$ cat config.mk
export PLATFORM = sky130hd
export DESIGN_NAME = id_ctrl_stage
export DESIGN_NICKNAME = d
export VERILOG_FILES = /design/src/rtl/id_ctrl_pkg.sv /design/src/rtl/ctrl_field_decoder.sv /design/src/rtl/id_ctrl_stage.sv
export SDC_FILE = /design/constraint.sdc
export NUM_CORES = 1
export LEC_CHECK = 0
export CAP_MARGIN = 20
export CORE_MARGIN = 4
export CORE_UTILIZATION = 36
export DETAILED_ROUTE_END_ITERATION = 8
export PLACE_DENSITY = 0.69
export SLEW_MARGIN = 20
export SYNTH_ARGS = -nofsm -noshare
export SYNTH_HDL_FRONTEND = slang
export SYNTH_SLANG_ARGS = --single-unit
$ cat constraint.sdc
create_clock -name clk -period 4.54 [get_ports clk]
set_input_delay 1.135 -clock clk [delete_from_list [all_inputs] [get_ports clk]]
set_output_delay 1.135 -clock clk [all_outputs]
set_load 0.01 [all_outputs]
$ cat src/rtl/id_ctrl_pkg.sv
// Shared constants for the MIPS ID-stage control unit: opcodes, functs, ALU codes, bus bit indices.
// Latency: n/a (constants and one pure helper function).
// Backpressure: n/a.
package id_ctrl_pkg;

  // Primary opcodes (instr[31:26])
  localparam logic [5:0] OP_RTYPE = 6'b000000;
  localparam logic [5:0] OP_J     = 6'b000010;
  localparam logic [5:0] OP_JAL   = 6'b000011;
  localparam logic [5:0] OP_BEQ   = 6'b000100;
  localparam logic [5:0] OP_BNE   = 6'b000101;
  localparam logic [5:0] OP_ADDI  = 6'b001000;
  localparam logic [5:0] OP_ADDIU = 6'b001001;
  localparam logic [5:0] OP_SLTI  = 6'b001010;
  localparam logic [5:0] OP_ANDI  = 6'b001100;
  localparam logic [5:0] OP_ORI   = 6'b001101;
  localparam logic [5:0] OP_XORI  = 6'b001110;
  localparam logic [5:0] OP_LW    = 6'b100011;
  localparam logic [5:0] OP_SW    = 6'b101011;

  // R-type function codes (instr[5:0])
  localparam logic [5:0] F_SLL  = 6'b000000;
  localparam logic [5:0] F_SRL  = 6'b000010;
  localparam logic [5:0] F_SRA  = 6'b000011;
  localparam logic [5:0] F_SLLV = 6'b000100;
  localparam logic [5:0] F_SRLV = 6'b000110;
  localparam logic [5:0] F_SRAV = 6'b000111;
  localparam logic [5:0] F_JR   = 6'b001000;
  localparam logic [5:0] F_JALR = 6'b001001;
  localparam logic [5:0] F_ADD  = 6'b100000;
  localparam logic [5:0] F_ADDU = 6'b100001;
  localparam logic [5:0] F_SUB  = 6'b100010;
  localparam logic [5:0] F_SUBU = 6'b100011;
  localparam logic [5:0] F_AND  = 6'b100100;
  localparam logic [5:0] F_OR   = 6'b100101;
  localparam logic [5:0] F_XOR  = 6'b100110;
  localparam logic [5:0] F_NOR  = 6'b100111;
  localparam logic [5:0] F_SLT  = 6'b101010;

  // ALU operation codes
  localparam logic [3:0] ALU_SLL   = 4'b0000;
  localparam logic [3:0] ALU_SRL   = 4'b0001;
  localparam logic [3:0] ALU_SRA   = 4'b0010;
  localparam logic [3:0] ALU_ADD   = 4'b0011;
  localparam logic [3:0] ALU_AND   = 4'b0100;
  localparam logic [3:0] ALU_OR    = 4'b0101;
  localparam logic [3:0] ALU_XOR   = 4'b0110;
  localparam logic [3:0] ALU_NOR   = 4'b0111;
  localparam logic [3:0] ALU_SUB   = 4'b1000;
  localparam logic [3:0] ALU_SLT   = 4'b1001;
  localparam logic [3:0] ALU_OTHER = 4'b1111;

  // Execute-bus bits are offsets above the alu_op field
  localparam int ALU_SRC    = 0;
  localparam int REG_DST    = 1;
  // Memory-bus bits
  localparam int MEM_WRITE  = 0;
  localparam int MEM_READ   = 1;
  localparam int BRANCH     = 2;
  localparam int BRANCH_NE  = 3;
  // Write-back-bus bits
  localparam int MEM_TO_REG = 0;
  localparam int REG_WRITE  = 1;

  localparam int LINK_REG = 31;

  // Instructions whose rt field is a source operand (for load-use detection)
  function automatic logic reads_rt(input logic [5:0] opcode);
    return (opcode == OP_RTYPE) || (opcode == OP_SW) ||
           (opcode == OP_BEQ) || (opcode == OP_BNE);
  endfunction

endpackage

$ cat src/rtl/ctrl_field_decoder.sv
// Combinational MIPS instruction decoder: instr -> execute/memory/write-back buses, illegal, jump, uses_rt.
// Latency: 0 cycles (pure combinational).
// Backpressure: none; the caller decides whether the decode is registered.
// Ports: instr in; exec_bus/mem_bus/wb_bus, illegal, jump, uses_rt, rs/rt/rd out (link out with ID_CTRL_LINK_EN).
// Build option ID_CTRL_LINK_EN: JAL/JALR write the link register; otherwise they decode as J/JR.
module ctrl_field_decoder
  import id_ctrl_pkg::*;
#(
  parameter int ALU_OP_WIDTH   = 4,
  parameter int MEM_BUS_WIDTH  = 4,
  parameter int WB_BUS_WIDTH   = 2,
  parameter int REG_ADDR_WIDTH = 5
) (
  input  logic [31:0]               instr,
  output logic [ALU_OP_WIDTH+1:0]   exec_bus,
  output logic [MEM_BUS_WIDTH-1:0]  mem_bus,
  output logic [WB_BUS_WIDTH-1:0]   wb_bus,
`ifdef ID_CTRL_LINK_EN
  output logic                      link,
`endif
  output logic                      illegal,
  output logic                      jump,
  output logic                      uses_rt,
  output logic [REG_ADDR_WIDTH-1:0] rs,
  output logic [REG_ADDR_WIDTH-1:0] rt,
  output logic [REG_ADDR_WIDTH-1:0] rd
);

  logic [5:0] opcode;
  logic [5:0] funct;
  logic [3:0] alu;
  logic       alu_src, reg_dst, mem_write, mem_read, branch, branch_ne, mem_to_reg, reg_write;
  logic       link_i;
  logic [4:0] unused_shamt;

  assign opcode       = instr[31:26];
  assign funct        = instr[5:0];
  assign unused_shamt = instr[10:6];
  assign rs           = REG_ADDR_WIDTH'(instr[25:21]);
  assign rt           = REG_ADDR_WIDTH'(instr[20:16]);
  assign uses_rt      = reads_rt(opcode);

  always_comb begin
    alu        = ALU_OTHER;
    alu_src    = 1'b0;
    reg_dst    = 1'b0;
    mem_write  = 1'b0;
    mem_read   = 1'b0;
    branch     = 1'b0;
    branch_ne  = 1'b0;
    mem_to_reg = 1'b0;
    reg_write  = 1'b0;
    link_i     = 1'b0;
    jump       = 1'b0;
    illegal    = 1'b0;
    rd         = REG_ADDR_WIDTH'(instr[15:11]);
    case (opcode)
      OP_RTYPE: begin
        reg_dst   = 1'b1;
        reg_write = 1'b1;
        case (funct)
          F_SLL, F_SLLV:  alu = ALU_SLL;
          F_SRL, F_SRLV:  alu = ALU_SRL;
          F_SRA, F_SRAV:  alu = ALU_SRA;
          F_ADD, F_ADDU:  alu = ALU_ADD;
          F_SUB, F_SUBU:  alu = ALU_SUB;
          F_AND:          alu = ALU_AND;
          F_OR:           alu = ALU_OR;
          F_XOR:          alu = ALU_XOR;
          F_NOR:          alu = ALU_NOR;
          F_SLT:          alu = ALU_SLT;
          F_JR: begin
            jump      = 1'b1;
            reg_write = 1'b0;
          end
          F_JALR: begin
            jump = 1'b1;
`ifdef ID_CTRL_LINK_EN
            link_i = 1'b1;
`else
            reg_write = 1'b0;
`endif
          end
          default: illegal = 1'b1;
        endcase
      end
      OP_J: jump = 1'b1;
      OP_JAL: begin
        jump = 1'b1;
        rd   = REG_ADDR_WIDTH'(LINK_REG);
`ifdef ID_CTRL_LINK_EN
        reg_dst   = 1'b1;   // steer the write to rd (= $31)
        reg_write = 1'b1;
        link_i    = 1'b1;
`endif
      end
      OP_BEQ, OP_BNE: begin
        alu       = ALU_SUB;
        branch    = 1'b1;
        branch_ne = opcode[0];
      end
      OP_ADDI, OP_ADDIU, OP_SLTI, OP_ANDI, OP_ORI, OP_XORI: begin
        alu_src   = 1'b1;
        reg_write = 1'b1;
        case (opcode)
          OP_SLTI: alu = ALU_SLT;
          OP_ANDI: alu = ALU_AND;
          OP_ORI:  alu = ALU_OR;
          OP_XORI: alu = ALU_XOR;
          default: alu = ALU_ADD;
        endcase
      end
      OP_LW: begin
        alu        = ALU_ADD;
        alu_src    = 1'b1;
        mem_read   = 1'b1;
        mem_to_reg = 1'b1;
        reg_write  = 1'b1;
      end
      OP_SW: begin
        alu       = ALU_ADD;
        alu_src   = 1'b1;
        mem_write = 1'b1;
      end
      default: illegal = 1'b1;
    endcase

    exec_bus = '0;
    mem_bus  = '0;
    wb_bus   = '0;
    // An undecodable instruction travels as an all-zero (bubble-like) control word
    if (!illegal) begin
      exec_bus[ALU_OP_WIDTH-1:0]      = ALU_OP_WIDTH'(alu);
      exec_bus[ALU_OP_WIDTH+ALU_SRC]  = alu_src;
      exec_bus[ALU_OP_WIDTH+REG_DST]  = reg_dst;
      mem_bus[MEM_WRITE]              = mem_write;
      mem_bus[MEM_READ]               = mem_read;
      mem_bus[BRANCH]                 = branch;
      mem_bus[BRANCH_NE]              = branch_ne;
      wb_bus[MEM_TO_REG]              = mem_to_reg;
      wb_bus[REG_WRITE]               = reg_write;
    end else begin
      jump   = 1'b0;
      link_i = 1'b0;
    end
  end

`ifdef ID_CTRL_LINK_EN
  assign link = link_i;
`else
  logic unused_link;
  assign unused_link = link_i;
`endif

endmodule

$ cat src/rtl/id_ctrl_stage.sv
// MIPS ID stage control: decodes IF/ID, owns the ID/EX control register, load-use hazard and flush.
// Latency: 1 cycle from i_instr to o_* buses; o_stall/o_jump are combinational.
// Backpressure: i_stall_ext holds ID/EX; o_stall asks the front end to hold PC and IF/ID.
// Ports: clk, rst_n, i_valid, i_instr, i_flush, i_stall_ext in; o_stall, o_jump, o_valid, o_execute_bus,
//        o_memory_bus, o_wb_bus, o_rs, o_rt, o_rd, o_illegal out (o_link with ID_CTRL_LINK_EN).
module id_ctrl_stage
  import id_ctrl_pkg::*;
#(
  parameter int ALU_OP_WIDTH   = 4,
  parameter int MEM_BUS_WIDTH  = 4,
  parameter int WB_BUS_WIDTH   = 2,
  parameter int REG_ADDR_WIDTH = 5
) (
  input  logic                      clk,
  input  logic                      rst_n,
  input  logic                      i_valid,
  input  logic [31:0]               i_instr,
  input  logic                      i_flush,
  input  logic                      i_stall_ext,
  output logic                      o_stall,
  output logic                      o_jump,
  output logic                      o_valid,
  output logic [ALU_OP_WIDTH+1:0]   o_execute_bus,
  output logic [MEM_BUS_WIDTH-1:0]  o_memory_bus,
  output logic [WB_BUS_WIDTH-1:0]   o_wb_bus,
  output logic [REG_ADDR_WIDTH-1:0] o_rs,
  output logic [REG_ADDR_WIDTH-1:0] o_rt,
  output logic [REG_ADDR_WIDTH-1:0] o_rd,
`ifdef ID_CTRL_LINK_EN
  output logic                      o_link,
`endif
  output logic                      o_illegal
);

  localparam int EXEC_BUS_WIDTH = ALU_OP_WIDTH + 2;

  logic [EXEC_BUS_WIDTH-1:0] dec_exec;
  logic [MEM_BUS_WIDTH-1:0]  dec_mem;
  logic [WB_BUS_WIDTH-1:0]   dec_wb;
  logic [REG_ADDR_WIDTH-1:0] dec_rs, dec_rt, dec_rd;
  logic                      dec_illegal, dec_jump, dec_uses_rt;
`ifdef ID_CTRL_LINK_EN
  logic                      dec_link;
`endif
  logic                      stall_q, hazard, load_decode;

  ctrl_field_decoder #(
    .ALU_OP_WIDTH  (ALU_OP_WIDTH),
    .MEM_BUS_WIDTH (MEM_BUS_WIDTH),
    .WB_BUS_WIDTH  (WB_BUS_WIDTH),
    .REG_ADDR_WIDTH(REG_ADDR_WIDTH)
  ) u_dec (
    .instr   (i_instr),
    .exec_bus(dec_exec),
    .mem_bus (dec_mem),
    .wb_bus  (dec_wb),
`ifdef ID_CTRL_LINK_EN
    .link    (dec_link),
`endif
    .illegal (dec_illegal),
    .jump    (dec_jump),
    .uses_rt (dec_uses_rt),
    .rs      (dec_rs),
    .rt      (dec_rt),
    .rd      (dec_rd)
  );

  always_comb begin
    hazard = i_valid && o_valid && o_memory_bus[MEM_READ] && (o_rt != '0) &&
             ((o_rt == dec_rs) || (dec_uses_rt && (o_rt == dec_rt)));
    // stall_q caps the hazard at one cycle even if ID/EX is held by i_stall_ext
    o_stall     = hazard && !i_flush && !stall_q;
    o_jump      = i_valid && dec_jump && !i_flush && !o_stall;
    load_decode = i_valid && !i_flush && !o_stall;
  end

  always_ff @(posedge clk or negedge rst_n) begin
    if (!rst_n) begin
      stall_q       <= 1'b0;
      o_valid       <= 1'b0;
      o_execute_bus <= '0;
      o_memory_bus  <= '0;
      o_wb_bus      <= '0;
      o_rs          <= '0;
      o_rt          <= '0;
      o_rd          <= '0;
      o_illegal     <= 1'b0;
`ifdef ID_CTRL_LINK_EN
      o_link        <= 1'b0;
`endif
    end else begin
      stall_q <= o_stall;
      if (!i_stall_ext) begin
        if (load_decode) begin
          o_valid       <= 1'b1;
          o_execute_bus <= dec_exec;
          o_memory_bus  <= dec_mem;
          o_wb_bus      <= dec_wb;
          o_rs          <= dec_rs;
          o_rt          <= dec_rt;
          o_rd          <= dec_rd;
          o_illegal     <= o_illegal | dec_illegal;
`ifdef ID_CTRL_LINK_EN
          o_link        <= dec_link;
`endif
        end else begin
          // Bubble: control cleared, specifiers left as they were
          o_valid       <= 1'b0;
          o_execute_bus <= '0;
          o_memory_bus  <= '0;
          o_wb_bus      <= '0;
`ifdef ID_CTRL_LINK_EN
          o_link        <= 1'b0;
`endif
        end
      end
    end
  end

endmodule

==> qor.yml <==
floorplan:
  placementRows: 24
  die_area_mm2: 0.005771
  die_w_um: 75.97
  num_io_pins: 68
  core-area_mm2: 0.004414
  die_h_um: 75.97
  initial_core_util_pct: 37.67
run:
  maxCapViolations: 0
clocking:
  ctsHoldBuffers: 0
  cts_tree: "built"
  cts_resized: 0
  cts_setup_buffers: 0
  cts-root-buf: "clkbuf_8"
  cts_made_buffers: 5
  clockBufferDepth: 2
  clkSlewWorstSetupHoldPaths_ps: 60
  cts_max_level: 2
  clk_latency_ps: 280
  cts.sinks: 29
synth:
  async_flop_share_pct: 100.0
  yosys.area.top_type: "dfrtp_1"
  ys_warn_count: 0
  postSynthCellCount: 178
  synth.yosys.seq_area_share_pct: 43.64
  syn-num-nets: 215
  syn_avg_cell_area_um2: 9.342
  ys_types: 44
  netlist_area_mm2: 0.001663
  synthTopCellsByArea: "dfrtp_1 (44%), mux2_2 (6.8%), o21ai_0 (4.8%)"
  synth_edf_count: 0
  ys_ff_latch: 29
  synth.top_cell.area_share_pct: 43.64
  ys.flop_type: "dfrtp_1"
routing:
  ant_nets: 0
  viasPerCell: 5.148
  wl_per_cell_um: 14.44
  vias: 1534
  routed_wl_um: 4303
  initialDrtViolationCount: 85
  drc: 0
  drt_first_pass_iters: 4
status:
  status: "finished clean"
timing:
  fin_skew_ps: 10.88
  layout_min_cycle_time_ps: 4219
  finalSetupViolCount: 0
  rsz0062_at_grt: "no"
  finalMaxSlewViolations: 0
  fmax_ghz: 0.2370
  setup_slack_ps: 320.7
  whs_ps: 474.7
  fin_tns_setup_ps: 0
  tightest_slew_ps: 629.5
  maxSlewHeadroom_pct: 57.75
  hold_viol_final: 0
  period_share_pct: 92.94
grt:
  grt_max_degree: 30
  antenna_found_initial: 0
  first_global_vias: 1552
  grt_util_all_layers_pct: 15.71
  overflow: 0
  grt_pass1_wl_um: 7590
worst_setup_path:
  end_kind: "primary output"
  path_common_cell: "clkdlybuf4s50_1"
  r2r_start: "o_rt[0]"
  path_delay_family: "buffers and inverters"
  crit_slowest_cell: "clkdlybuf4s50_1"
  critPathRequiredTime_ps: 3400
  path_depth: 7
  cpPeakStageDelay_ps: 560
  crit_path_max_fanout: 4
  r2r_cells: 5
  crit_chain: "clkdlybuf4s50_1, and4b_1, a22o_1, nand4_1, nand2_1, nor2_1, clkdlybuf4s50_1"
  crit_buf_inv: 2
  rr_endpoint: "o_rt[1]"
  rrSetupSlack_ps: 2580
  arrival_ps: 3080
  cp-start-kind: "input port"
  crit_type: "in -> out"
place:
  placement.io_buffers: 62
  placed_area_mm2: 0.002362
  dp_cells: 290
  post-dp-hpwl_um: 3354
  gp_congestion: 0.8486
  place_ws_ps: 319.5
cells_and_area:
  final_nets: 282
  stdcell_count: 298
  nFillCells: 433
  design_area_mm2: 0.002445
  area_growth_pct: 47.03
  drive_gt1_share_pct: 12.60
  num_antenna_cells: 0
worst_hold_path:
  min-delay-start: "o_illegal"
  hold_class: "reg -> reg"
  hold_depth: 1
  holdPathEnd: "o_illegal"
power_and_ir_drop:
  p_per_area_mw_per_mm2: 287.4
  leakagePower_nw: 1.027
  ir_drop_mv: 0.1303
==> report_power, final <==
group	leakage (nW)	total (mW)	switching [mW]	internal (mW)
registers	0.369	0.307	0.0220	0.285
clock network	0.0450	0.201	0.0948	0.106
logic	0.613	0.195	0.0814	0.114
total	1.03	0.703	0.198	0.504
==> logic make-up (layout without fill, tap and decap cells) <==
group	Yosys count	after routing	share of synthesized area, %
compound gates	42	42	16.70
xor+xnor	11	11	5.794
buf+inv	12	80	3.235
flops	29	29	43.64
mux	11	11	7.374
simple gates	73	73	23.25
==> flip-flops by register name, indices dropped and copies added (netlist names) <==
signal / count
o_execute_bus: 6
o_illegal: 1
o_wb_bus: 1
o_rd: 5
o_rs: 5
o_memory_bus: 4
o_rt: 5
o_valid: 1
stall_q: 1
==> routing by layer <==
metal / vias up / part of all wire, % / track usage, %
met2: 44 / 46 / 24.14
met1: 718 / 49 / 22.10
met4: 0 / 0.56 / 4.804
met5: - / 0 / 0
met3: 2 / 5.3 / 3.199
li1: 770 / - / -
==> worst reg2reg max path: stages (launching register included) <==
cell      delay (ps)
dfrtp_1          440
nor3_1           100
a211oi_1         370
nand4_1          230
nand3_4          330
mux2_2           380
==> cell usage in the layout, fill, tap and decap left out, types with 2 or more instances in the layout <==
cell             instances
nand2b_1                 6
clkinv_2                 2
dfrtp_1                 29
nand3b_1                 2
o21bai_1                 3
inv_1                    2
a211oi_1                 2
nand4_1                  2
xnor2_1                  2
clkbuf_8                 5
nor4_1                   2
and3_1                   2
nand2_1                 21
buf_4                    8
clkdlybuf4s50_1         62
mux2_2                  10
nor3_1                   6
a22o_1                   5
nor2_1                  20
o21ai_0                 16
nand3_1                  3
xor2_1                   9
a21oi_1                  5
==> worst max-delay path by stage <==
stage                 from      to
2_1_floorplan  i_instr[28]  o_jump
3_3_place_gp   i_instr[28]  o_jump
3_5_place_dp   i_instr[28]  o_jump
4_1_cts        i_instr[28]  o_jump
5_1_grt        i_instr[28]  o_jump
6_report       i_instr[28]  o_jump
==> through the flow <==
step / total power, mW / util (%)
floorplan: 0.3948 / -
global placement: 0.5042 / 53.51
detailed placement: 0.5084 / 53.51
CTS: 0.7124 / 55.39
global route: 0.7464 / 55.39
finish: 0.7026 / 55.39
==> cell type report <==
type	instances	area (µm²)	area share, %
clock buffer	6	72.57	2.968
clock inverter	2	10.01	0.4094
inverter	2	7.507	0.3071
multi-input combinational	137	883.3	36.13
sequential	29	725.7	29.68
tap	52	65.06	2.661
timing repair buffer	70	680.7	27.84
==> cells in the mapped netlist (2+ instances only) <==
library cell   n
dfrtp_1       29
nand2_1       21
nor2_1        20
o21ai_0       16
mux2_2        10
xor2_1         9
nand2b_1       6
nor3_1         6
a21oi_1        5
a22o_1         5
buf_2          4
clkbuf_1       4
nand3_1        3
o21bai_1       3
a211oi_1       2
and3_1         2
inv_1          2
nand3b_1       2
nand4_1        2
nor4_1         2
xnor2_1        2
Power figures use the tool's default switching activity.
